File: config.mk
export PLATFORM = sky130hd
export DESIGN_NAME = sram_rw_sequencer
export DESIGN_NICKNAME = d
export VERILOG_FILES = /design/src/rtl/sram_rw_sequencer.sv
export SDC_FILE = /design/constraint.sdc
export NUM_CORES = 1
export LEC_CHECK = 0
export ABC_CLOCK_PERIOD_IN_PS = 4600
export CORE_ASPECT_RATIO = 0.7
export CORE_MARGIN = 5
export CORE_UTILIZATION = 46
export DETAILED_ROUTE_END_ITERATION = 6
export PLACE_DENSITY = 0.89
export SLEW_MARGIN = 20
export SYNTH_ARGS = -nofsm -noshare
export SYNTH_HDL_FRONTEND = slang
export SYNTH_SLANG_ARGS = --single-unit
File: constraint.sdc
create_clock -name clk -period 4.6 [get_ports clk]
set_input_delay 0.92 -clock clk [delete_from_list [all_inputs] [get_ports clk]]
set_output_delay 0.92 -clock clk [all_outputs]
set_load 0.005 [all_outputs]
File: src/rtl/sram_rw_sequencer.sv
// SRAM request-to-macro sequencer: precharge, wordline, sense and recovery
// phases driven as registered Moore controls, one request at a time.
module sram_rw_sequencer #(
  parameter int numRows   = 128,
  parameter int numCols   = 32,
  parameter int pchCycles = 2,
  parameter int wlCycles  = 2,
  parameter int saCycles  = 1
) (
  input  logic                         clk,
  input  logic                         rst,
  input  logic                         rq_valid_i,
  input  logic                         rq_wr_i,
  input  logic [$clog2(numRows)-1:0]   addr_i,
  input  logic [numCols-1:0]           wr_data_i,
  output logic                         rq_ready_o,
  output logic                         rd_valid_o,
  output logic [numCols-1:0]           rd_data_o,
  output logic [numRows-1:0]           WL,
  output logic                         PCH,
  output logic                         WRITE,
  output logic [numCols-1:0]           WR_DATA,
  output logic [numCols-1:0]           CSEL,
  output logic                         SAEN,
  input  logic [numCols-1:0]           SA_OUT
);

  localparam int AW   = $clog2(numRows);
  localparam int MX0  = (pchCycles > wlCycles) ? pchCycles : wlCycles;
  localparam int MAXC = (MX0 > saCycles) ? MX0 : saCycles;
  localparam int CW   = $clog2(MAXC + 1);

  typedef enum logic [2:0] {
    IDLE, PRECH, ACT, SENSE, RECOV
  } state_t;

  state_t            state_q, state_n;
  logic [CW-1:0]     cnt_q, cnt_n;
  logic [AW-1:0]     addr_q;
  logic              wr_q;
  logic [numCols-1:0] data_q;
  logic              last;

  logic [numRows-1:0] wl_dec, wl_n;
  logic               pch_n, write_n, saen_n, rd_valid_n;
  logic [numCols-1:0] wr_data_n, csel_n;

  assign rq_ready_o = (state_q == IDLE) & ~rst;
  assign last       = (cnt_q == '0);

  always_ff @(posedge clk) begin
    if (rst) begin
      state_q <= IDLE;
      cnt_q   <= '0;
      addr_q  <= '0;
      wr_q    <= 1'b0;
      data_q  <= '0;
    end else begin
      state_q <= state_n;
      cnt_q   <= cnt_n;
      if (rq_valid_i && state_q == IDLE) begin
        addr_q <= addr_i;
        wr_q   <= rq_wr_i;
        data_q <= wr_data_i;
      end
    end
  end

  always_comb begin
    state_n = state_q;
    cnt_n   = last ? '0 : cnt_q - CW'(1);
    unique case (state_q)
      IDLE:    if (rq_valid_i) state_n = PRECH;
      PRECH:   if (last) state_n = ACT;
      ACT:     if (last) state_n = wr_q ? RECOV : SENSE;
      SENSE:   if (last) state_n = RECOV;
      RECOV:   state_n = IDLE;
      default: state_n = IDLE;
    endcase
    // phase counter reloads on every state entry
    if (state_n != state_q) begin
      unique case (state_n)
        PRECH:   cnt_n = CW'(pchCycles - 1);
        ACT:     cnt_n = CW'(wlCycles - 1);
        SENSE:   cnt_n = CW'(saCycles - 1);
        default: cnt_n = '0;
      endcase
    end
  end

  // out-of-range rows decode to an all-zero wordline
  always_comb begin
    for (int i = 0; i < numRows; i++) begin
      wl_dec[i] = (addr_q == AW'(i));
    end
  end

  always_comb begin
    wl_n       = '0;
    pch_n      = 1'b0;
    write_n    = 1'b0;
    wr_data_n  = '0;
    csel_n     = '0;
    saen_n     = 1'b0;
    rd_valid_n = 1'b0;
    unique case (state_n)
      PRECH: pch_n = 1'b1;
      ACT: begin
        wl_n      = wl_dec;
        csel_n    = '1;
        write_n   = wr_q;
        wr_data_n = wr_q ? data_q : '0;
      end
      SENSE: begin
        wl_n   = wl_dec;
        csel_n = '1;
        saen_n = 1'b1;
      end
      RECOV:   rd_valid_n = ~wr_q;
      default: ;
    endcase
  end

  always_ff @(posedge clk) begin
    if (rst) begin
      WL         <= '0;
      PCH        <= 1'b0;
      WRITE      <= 1'b0;
      WR_DATA    <= '0;
      CSEL       <= '0;
      SAEN       <= 1'b0;
      rd_valid_o <= 1'b0;
      rd_data_o  <= '0;
    end else begin
      WL         <= wl_n;
      PCH        <= pch_n;
      WRITE      <= write_n;
      WR_DATA    <= wr_data_n;
      CSEL       <= csel_n;
      SAEN       <= saen_n;
      rd_valid_o <= rd_valid_n;
      if (state_q == SENSE && state_n == RECOV) begin
        rd_data_o <= SA_OUT & {numCols{|wl_dec}};
      end
    end
  end

endmodule

==> metrics <==
Port Buffers 303; clock tree sinks 242; total of flip-flops plus latches after synthesis 242; die width 163 um; CTS tree built; skew final 13.3 ps; ordered cell list for the critical path clkdlybuf4s50_1; CTS root buf sky130_fd_sc_hd__clkbuf_16; HP Class flip-flop to flip-flop; standard-cell rows 39; DRT Pass-1 Iters 4; finished layout cell area 0.0112 mm^2; synth warn 0; remaining antenna violation count after routing 0; worst-skew pair later-pin latency 490 ps; Critical Path Slowest Stage Cell sky130_fd_sc_hd__dfxtp_1; transition time at the pin with the least slew margin 922 ps; final weighted congestion of routability-driven global placement 0.810; xor and xnor area share after synthesis 0.116%; instance area at placement 0.0105 mm^2; number of placed instances with taps included 1,263; most used cells in the layout excluding fill and tap cells sky130_fd_sc_hd__clkdlybuf4s50_1, sky130_fd_sc_hd__dfxtp_1, sky130_fd_sc_hd__nand2_1; post-detail-place hpwl 14,800 um; startpoint kind of the worst setup timing path flip-flop; number of antenna violations at the first check in global routing 0; hold buffers post-CTS 0; mean routed wirelength per cell 15.9 um; ratio of cells with drive above 1 in the final layout 5.19%; setup repair after global routing missed its margin false; Initial Utilization 46.6%; Detailed Route WL 20,700 um; floorplan core area 0.0162 mm^2; required time at the endpoint of the critical path 3680 ps; final cell count without fillers 1,304; worst slack, placed 1590 ps; share of the yosys chip area belonging to registers 64.2%; Vias 6,197; I/O Pins 304; synthesized net count 889; Post-CTS Setup Repair Bufs 0; share of the synthesized area in compound gates (AO/OA/AOI/OAI) 5.62%; level count of the clock H-tree 1; Clock transition at path regs 60 ps; final critical-path share of the clock period 63.4%; Simple-Gate Fraction of Synth Area 23.4%; Power, Total 5090 uW; Resized Gates After CTS 0; Bufs on Longest Clock Path 3; leakage component of the power 0.00400 uW; EDFF count, synth 0; synthesized area divided by synthesized cell count 9.30 um^2; critical-path maximum fanout 32; most common cell after layout, fill and taps aside sky130_fd_sc_hd__clkdlybuf4s50_1; Layout Area Growth over Synthesis 48.6%; run status completed; grt total ovfl 0; Layout Nets 1,141; upper clock frequency limit 0.343 GHz; floorplan die height 117 um; kind of critical path flip-flop to output pin; area of the mapped netlist 0.00754 mm^2; Final setup violation count 0; DRC Markers 0; ratio of routed vias to standard cells 4.75; min Tclk post-route 2920 ps; number of buffers added by the clock tree synthesis step 23; via count of the first global-routing pass 5,953; data arrival time of the critical path 2000 ps; wire length of the first global-routing pass 31,000 um; Syn Inst Count 811; Setup TNS Final 0 ps; Synth cell types 37; endpoint class of the critical path output pin; die outline area 0.0191 mm^2; GRT Resource Usage Total 20.3%; async set-reset flop share out of synthesis 0%; largest net degree at the start of global routing 64; fraction of synthesized area in multiplexers 0.133%; cell family with the largest share of critical-path delay flip-flops; count of maximum capacitance violations 0; final-report max-slew violation count 0; Post-synth top flop sky130_fd_sc_hd__dfxtp_1; smallest setup slack after layout 1680 ps; Diodes inserted 0; crit path buf inv count 1; power density normalized to cell area 454 mW/mm^2; final-report hold violation count 0; combinational family with the most area after synthesis simple AND/OR/NAND/NOR gates; tightest slew margin relative to the limit 38.4%; largest stage delay on the critical path 850 ps; number of DRC markers in iteration 0 347; peak supply drop 0.280 mV; Synth Area in Adders 0.498%
[routing by layer]
metal	vias to the layer above	GRT usage [%]	routed length, um
met4	0	6.70	592
met2	263	35.6	10100
met5	-	0	0
li1	3036	-	-
met3	42	6.51	2030
met1	2856	23.8	8030
[where the power goes]
group,switching [uW],leakage [uW],internal (uW)
Clock,763,0.000369,1070
Sequential,115,0.00196,2210
Combinational,468,0.00168,462
[per-stage QoR]
step	hold slack [ps]	utilization, %
finish	442	69.2
global route	460	69.2
CTS	444	69.2
detailed placement	439	64.6
global placement	434	64.6
floorplan	430	-
[final timing paths]
kind,from,endpoint,slack (ps),depth (start not counted)
min,data_q[5],WR_DATA[5],440,1
max,CSEL[30],CSEL[18],1680,1
min reg2reg,data_q[5],WR_DATA[5],440,1
max reg2reg,state_q[2],data_q[21],2280,5
[kinds of logic after synthesis]
group | Yosys count
AND/OR/NAND/NOR | 399
flip-flops | 242
buffers and inverters | 86
AO/OA/AOI/OAI | 79
adder cells (fa/ha/maj) | 3
XOR/XNOR | 1
multiplexers | 1
[cell usage after synthesis, drive strengths merged (4+ instances only)]
master | n | area, um^2
nand2 | 186 | 698
nand2b | 4 | 25.0
nor2b | 6 | 37.5
nor3 | 18 | 135
buf | 48 | 313
dfxtp | 242 | 4840
nor2 | 130 | 488
and2 | 35 | 219
inv | 4 | 15.0
a21oi | 72 | 360
clkbuf | 34 | 128
[flip-flops by register name (all words and copies together), names as in the netlist]
register,cells
SAEN,1
data_q,32
WR_DATA,32
cnt_q,2
state_q,3
rd_data_o,32
addr_q,7
WL,128
PCH,1
rd_valid_o,1
wr_q,1
WRITE,1
CSEL,1
[area by class of cell]
class                      count  area (um^2)
clock buffer                  33          663
clock inverter                 8         80.1
fill                        1192         4990
inverter                       4         15.0
multi-input combinational    483         2250
sequential                   242         4840
tap                          225          282
timing repair buffer         309         3070
No activity file was read; power rests on OpenSTA's default activity.
